`config.mk`:
```
export PLATFORM = sky130hd
export DESIGN_NAME = mod_counter_prog_flat
export DESIGN_NICKNAME = d
export VERILOG_FILES = /design/src/rtl/mod_counter_prog_if.sv /design/src/rtl/mod_counter_prog.sv /design/src/flat_wrapper.sv
export SDC_FILE = /design/constraint.sdc
export NUM_CORES = 1
export LEC_CHECK = 0
export BUFFER_PORTS_ARGS = -buffer_cell sky130_fd_sc_hd__buf_2
export CELL_PAD_IN_SITES_DETAIL_PLACEMENT = 1
export CELL_PAD_IN_SITES_GLOBAL_PLACEMENT = 2
export CORE_UTILIZATION = 25
export CTS_CLUSTER_DIAMETER = 30
export DETAILED_ROUTE_END_ITERATION = 8
export MAX_ROUTING_LAYER = met4
export PLACE_DENSITY = 0.69
export SETUP_SLACK_MARGIN = 0.2
export SLEW_MARGIN = 20
export SYNTH_ARGS = -nofsm -noshare
export SYNTH_HDL_FRONTEND = slang
export SYNTH_SLANG_ARGS = --single-unit
```
`constraint.sdc`:
```
create_clock -name clk -period 2.9 [get_ports clk]
set_clock_uncertainty 0.2 [all_clocks]
set_input_delay 0.58 -clock clk [delete_from_list [all_inputs] [get_ports clk]]
set_output_delay 0.58 -clock clk [all_outputs]
set_load 0.02 [all_outputs]
```
`src/rtl/mod_counter_prog_if.sv`:
```
// Control and status bundle for one programmable modulo counter stage.
// The counter sits on the slave side; whoever drives the controls is the master.
interface mod_counter_prog_if #(
   parameter int WIDTH = 4
);
   logic             clear;
   logic             load;
   logic [WIDTH-1:0] load_value;
   logic             enable;
   logic             carry_in;
   logic             up_down;
   logic [WIDTH-1:0] final_value;
   logic [WIDTH-1:0] Q;
   logic             tc;
   logic             wrap_pulse;

   modport master (
      output clear, load, load_value, enable, carry_in, up_down, final_value,
      input  Q, tc, wrap_pulse
   );

   modport slave (
      input  clear, load, load_value, enable, carry_in, up_down, final_value,
      output Q, tc, wrap_pulse
   );
endinterface

```
`src/rtl/mod_counter_prog.sv`:
```
// Runtime-programmable modulo counter with up/down, load, clear, wrap or saturate,
// and a combinational carry chain (carry_in -> tc) for building wide timers.
module mod_counter_prog #(
   parameter int WIDTH    = 4,
   parameter bit SATURATE = 1'b0
) (
   input logic               clk,
   input logic               reset_n,
   mod_counter_prog_if.slave bus
);

   logic [WIDTH-1:0] count_q;
   logic [WIDTH-1:0] count_d;
   logic             wrap_q;
   logic             wrap_d;
   logic             step;
   logic             atTerm;
   logic [WIDTH-1:0] decVal;

   // The terminal test depends on direction: top of range going up, zero going down.
   // Going up uses >= so a count loaded above final_value still counts as terminal.
   always_comb begin
      step   = bus.enable & bus.carry_in;
      atTerm = bus.up_down ? (count_q >= bus.final_value) : (count_q == '0);
      decVal = count_q - WIDTH'(1);
   end

   // Next count follows clear > load > step > hold; wrap_d marks a true wrap only.
   always_comb begin
      count_d = count_q;
      wrap_d  = 1'b0;
      if (bus.clear) begin
         count_d = '0;
      end else if (bus.load) begin
         count_d = bus.load_value;
      end else if (step) begin
         if (bus.up_down) begin
            if (!atTerm) begin
               count_d = count_q + WIDTH'(1);
            end else if (SATURATE) begin
               count_d = bus.final_value;
            end else begin
               count_d = '0;
               wrap_d  = 1'b1;
            end
         end else begin
            if (!atTerm) begin
               count_d = (decVal > bus.final_value) ? bus.final_value : decVal;
            end else if (!SATURATE) begin
               count_d = bus.final_value;
               wrap_d  = 1'b1;
            end
         end
      end
   end

   // Count and wrap pulse registers; reset also kills a pulse that is in flight.
   always_ff @(posedge clk or negedge reset_n) begin
      if (!reset_n) begin
         count_q <= '0;
         wrap_q  <= 1'b0;
      end else begin
         count_q <= count_d;
         wrap_q  <= wrap_d;
      end
   end

   assign bus.Q          = count_q;
   assign bus.wrap_pulse = wrap_q;
   assign bus.tc         = step & atTerm;

endmodule
```
`src/flat_wrapper.sv`:
```
// flat-port wrapper written by rule: the top's interface ports become plain ports
module mod_counter_prog_flat 
#(
   parameter int WIDTH    = 4,
   parameter bit SATURATE = 1'b0
)
  (clk, reset_n, bus_clear, bus_load, bus_load_value, bus_enable, bus_carry_in, bus_up_down, bus_final_value, bus_Q, bus_tc, bus_wrap_pulse);
  mod_counter_prog_if #(.WIDTH(WIDTH)) bus_i ();
  input logic clk;
  input logic reset_n;
  input wire logic [$bits(bus_i.clear)-1:0] bus_clear;
  input wire logic [$bits(bus_i.load)-1:0] bus_load;
  input wire logic [$bits(bus_i.load_value)-1:0] bus_load_value;
  input wire logic [$bits(bus_i.enable)-1:0] bus_enable;
  input wire logic [$bits(bus_i.carry_in)-1:0] bus_carry_in;
  input wire logic [$bits(bus_i.up_down)-1:0] bus_up_down;
  input wire logic [$bits(bus_i.final_value)-1:0] bus_final_value;
  output wire logic [$bits(bus_i.Q)-1:0] bus_Q;
  output wire logic [$bits(bus_i.tc)-1:0] bus_tc;
  output wire logic [$bits(bus_i.wrap_pulse)-1:0] bus_wrap_pulse;
  assign bus_i.clear = bus_clear;
  assign bus_i.load = bus_load;
  assign bus_i.load_value = bus_load_value;
  assign bus_i.enable = bus_enable;
  assign bus_i.carry_in = bus_carry_in;
  assign bus_i.up_down = bus_up_down;
  assign bus_i.final_value = bus_final_value;
  assign bus_Q = bus_i.Q;
  assign bus_tc = bus_i.tc;
  assign bus_wrap_pulse = bus_i.wrap_pulse;
  mod_counter_prog #(.WIDTH(WIDTH), .SATURATE(SATURATE)) u_core (.clk(clk), .reset_n(reset_n), .bus(bus_i));
endmodule
```
# After elaboration in Yosys (flattened, before gate mapping)
# Index checks and enable logic that the tools add are counted.
# classes
n_addsub	2
magnitude_cmp	2
muxes	12
n_bitwise	2
n_reduce_logical	2
# ops
cell	n
$mux W4	7
$mux W1	5
$add A4 B1 Y4 const B	1
$ge A4 B4 Y1	1
$gt A4 B4 Y1	1
$logic_not A4 Y1	1
$sub A4 B1 Y4 const B	1
$reduce_bool A3 Y1	1
$and A1 B1 Y1	2
# word_totals
reg_bits	5
input_bits	15
out_inout_bits	6
word_cells	22

# Depth between registers and ports, before layout
# logic_depth
word_depth	8
ltp_mapped	9

# Worst setup path before layout
# No wires, ideal clock.
# synth_timing
kind	reg2reg
from	register u_core.count_q[0] (netlist: u_core.bus.Q[0])
to	register u_core.count_q[0] (netlist: u_core.bus.Q[0])
t_arrival_ns	2.607
required_ns	2.578
slack_ns	-0.029
stages_incl_launch_ff	10
path_buffers	0
cell_sequence	dfrtp_1 > inv_1 > ha_1 > xor2_1 > ha_1 > and3b_4 > a2111oi_4 > o21bai_2 > a311o_1 > a32o_1
# synth_between
elab_chain_len	8
# synth_lines
item	line_no	text
from (decl)	mod_counter_prog.sv:12	logic [WIDTH-1:0] count_q;
from (signal assigned)	mod_counter_prog.sv:63	count_q <= count_d;
$sub A4 B1 Y4	mod_counter_prog.sv:25	decVal = count_q - WIDTH'(1);
$gt A4 B4 Y1	mod_counter_prog.sv:48	count_d = (decVal > bus.final_value) ? bus.final_value : decVal;
$mux W4	mod_counter_prog.sv:48	
$mux W4	mod_counter_prog.sv:47	if (!atTerm) begin
$mux W4 *	mod_counter_prog.sv:37	if (bus.up_down) begin
$mux W4 *	mod_counter_prog.sv:36	end else if (step) begin
$mux W4 *	mod_counter_prog.sv:34	end else if (bus.load) begin
$mux W4 *	mod_counter_prog.sv:32	if (bus.clear) begin
# Every way passes the cells marked *; elsewhere a longest branch is shown, timed or not. The select of a mux whose other input is x is not followed.
# A chain may end at the register's enable or synchronous reset.

# Worst setup path in the final report
# layout_timing
from	register u_core.count_q[0] (netlist: u_core.bus.Q[0])
to	output bus_tc
# layout_between
elab_chain_len	3
# layout_lines
item	line_no	text
$ge A4 B4 Y1 / $logic_not A4 Y1 (equally long branches)	mod_counter_prog.sv:24	atTerm = bus.up_down ? (count_q >= bus.final_value) : (count_q == '0);
$mux W1 *	mod_counter_prog.sv:24	
$and A1 B1 Y1 *	mod_counter_prog.sv:70	assign bus.tc = step & atTerm;
to (decl)	flat_wrapper.sv:19	output wire logic [$bits(bus_i.tc)-1:0] bus_tc;
# Every way passes the cells marked *; elsewhere a longest branch is shown, timed or not.

==> impl_metrics.json <==
{
  "synth-simple-area-share_pct": 19.85,
  "overflow": 0,
  "final_cell_mix": "buf_2, buf_4, ha_4, nor2_1",
  "synth-edff-count": 0,
  "finalSetupViolations": 0,
  "avgViaCountPerCell": 5.111,
  "worst-path-max-fanout": 3,
  "top_layer": "met4",
  "ys.flop_type": "dfrtp_1",
  "cts_inserted_buffers": 3,
  "route.met2.wl_mm": 1.156,
  "io_pins": 21,
  "cts.clk_slew.worst_paths_ns": 0.05,
  "ys_seq_area_share_pct": 18.55,
  "hold_path_class": "in2async",
  "cts_max_level": 1,
  "totalWireLength_mm": 2.307,
  "num_rows": 18,
  "antennaDiodeCount": 0,
  "final_net_count": 140,
  "synthToLayoutAreaGrowth_pct": 64.94,
  "startpoint_type": "flip-flop",
  "final_util_pct": 44.10,
  "finalSetupTns_ns": 0,
  "drive_above_1_share_pct": 60.53,
  "muxShareOfSynthArea_pct": 3.154,
  "syn-cell-area_um2": 674.4,
  "hold_viol": 0,
  "io_buffers": 20,
  "cap_violations": 0,
  "powerDensity_mw_per_mm2": 537.2,
  "cts_tree": "built",
  "rrSetupSlack_ns": 0.24,
  "wl_met3_um": 74,
  "yosys_warnings": 0,
  "clockBufferDepth": 2,
  "grt_pass1_vias": 695,
  "initial_core_util_pct": 26.74,
  "crit_path_end_kind": "primary output",
  "synth_nets": 102,
  "worstPathRequired_ns": 2.12,
  "fillers": 293,
  "worst-setup-path-type": "reg2out",
  "wl_per_cell_um": 16.02,
  "clock_latency_ns": 0.25,
  "track_usage_pct": 16.79,
  "fp.dieW_um": 53.94,
  "drc": 0,
  "finalCriticalPeriod_ns": 2.682,
  "synth_top_family_by_area": "compound AO/OA/AOI/OAI gates",
  "timing.final.max_slew_violations": 0,
  "tightestPinTransition_ns": 0.3912,
  "syn_inst": 77,
  "synth_cell_types": 38,
  "rsz0062_at_grt": "yes",
  "die_h_um": 53.94,
  "grt_antenna_before_repair": 0,
  "synth_fa_ha_area_share_pct": 18.55,
  "synth_compound_area_share_pct": 27.83,
  "grt_start_max_net_pins": 13,
  "synth_seq_cells": 5,
  "die-area_mm2": 0.002910,
  "status": "finished, final reports clean",
  "wl_met1_mm": 1.039,
  "layout_commonest_cell": "buf_2",
  "maxSlewHeadroom_pct": 73.86,
  "firstDrtPassIters": 4,
  "dr.first_iter.drc_count": 4,
  "power_leakage_nw": 0.4911,
  "async_flop_share_pct": 100.0,
  "postRouteAntennaNets": 0,
  "syn_area_per_cell_um2": 8.758,
  "vias": 736,
  "synth-xor-area-share_pct": 5.195,
  "arrival_ns": 1.90,
  "cts_root_buf": "clkbuf_4",
  "power_mw": 0.5976,
  "core_area_mm2": 0.002522,
  "max_freq_mhz": 372.8,
  "place.gp.congestion": 0.7545,
  "place.detailed.hpwl_mm": 1.539,
  "grt_pass1_wl_mm": 3.256,
  "max-vdd-ir-drop_mv": 0.2593,
  "clock_sinks": 5,
  "timing.final.crit_share_pct": 92.49
}
## flip-flops by register name, indices dropped and copies added, names as in the netlist
name / cells
u_core.bus.Q: 4
u_core.bus.wrap_pulse: 1
## power breakdown
group / total (mW) / leakage [nW] / switching (mW) / internal, mW
Sequential: 0.0877 / 0.0607 / 0.00918 / 0.0785
Clock: 0.0832 / 0.0150 / 0.0310 / 0.0522
Combinational: 0.427 / 0.415 / 0.196 / 0.231
Total: 0.598 / 0.491 / 0.236 / 0.362
## cell usage after synthesis (2+ instances only)
library cell  count  area [um2]
a21oi_1           4       20.02
a311o_1           2       20.02
inv_1             8       30.03
dfrtp_1           5       125.1
xor2_1            3       26.28
nand3b_1          2       15.01
nand2_1           3       11.26
nor2_1            5       18.77
a211oi_1          3       22.52
clkbuf_1          2       7.510
nor3_1            4       20.02
ha_1             10       125.1
## kinds of logic after synthesis
| logic type | Yosys count |
|---|---|
| adder cells (fa/ha/maj) | 10 |
| AO/OA/AOI/OAI | 21 |
| multiplexers | 2 |
| AND/OR/NAND/NOR | 23 |
| XOR/XNOR | 4 |
| flip-flops | 5 |
| buffers and inverters | 12 |
## metal layers
layer	vias to the layer above	track usage [%]
li1	363	-
met1	348	19.70
met2	20	27.78
met3	5	2.542
met4	0	7.895
met5	-	-
## final timing paths
kind,to,from,cells past startpoint
max,bus_tc,u_core.bus.Q[0]$_DFFE_PN0P_,8
min,u_core.bus.Q[1]$_DFFE_PN0P_,reset_n,2
max reg2reg,u_core.bus.Q[0]$_DFFE_PN0P_,u_core.bus.Q[1]$_DFFE_PN0P_,10
min reg2reg,u_core.bus.Q[1]$_DFFE_PN0P_,u_core.bus.Q[1]$_DFFE_PN0P_,4
max in group asynchronous,u_core.bus.Q[0]$_DFFE_PN0P_,reset_n,2
min in group clk,u_core.bus.Q[1]$_DFFE_PN0P_,bus_final_value[1],3
## critical path, stage by stage, from the launching register on
cell and delay [ns]:
dfrtp_2 0.41, inv_2 0.11, ha_4 0.22, nor3b_2 0.17, nor2_1 0.07, a211oi_2 0.25
o21ba_2 0.21, nor2_1 0.05, buf_4 0.15
## final cells by class
| class | instances | area, um2 | share of cell area [%] |
|---|---|---|---|
| sequential | 5 | 130.1 | 11.70 |
| timing repair buffer | 37 | 242.7 | 21.82 |
| clock buffer | 4 | 26.28 | 2.362 |
| multi-input combinational | 60 | 640.6 | 57.59 |
| inverter | 8 | 35.03 | 3.150 |
| tap | 30 | 37.54 | 3.375 |
## stage by stage
| stage | instance area (um2) | worst slack, ns | hold WS, ns | cells |
|---|---|---|---|---|
| floorplan | 676.9 | 0.2219 | 0.08441 | 77 |
| global placement | 813.3 | -0.003458 | 0.1916 | 125 |
| detailed placement | 813.3 | 0.003854 | 0.1958 | 125 |
| CTS | 934.6 | 0.1771 | 0.4610 | 137 |
| global route | 1112 | 0.1615 | 0.4705 | 144 |
| finish | 1112 | 0.2179 | 0.4627 | 144 |
## timing repair
item / 4_1_cts / 5_1_grt
setup endpoints to repair: 4 / 5
hold buffers: 1 / 0
buffers inserted: 7 / 7
gates resized for setup: 9 / 22
hold endpoints to repair: 5 / 0
pin swaps: 5 / 11
(Power assumes the default switching activity.)
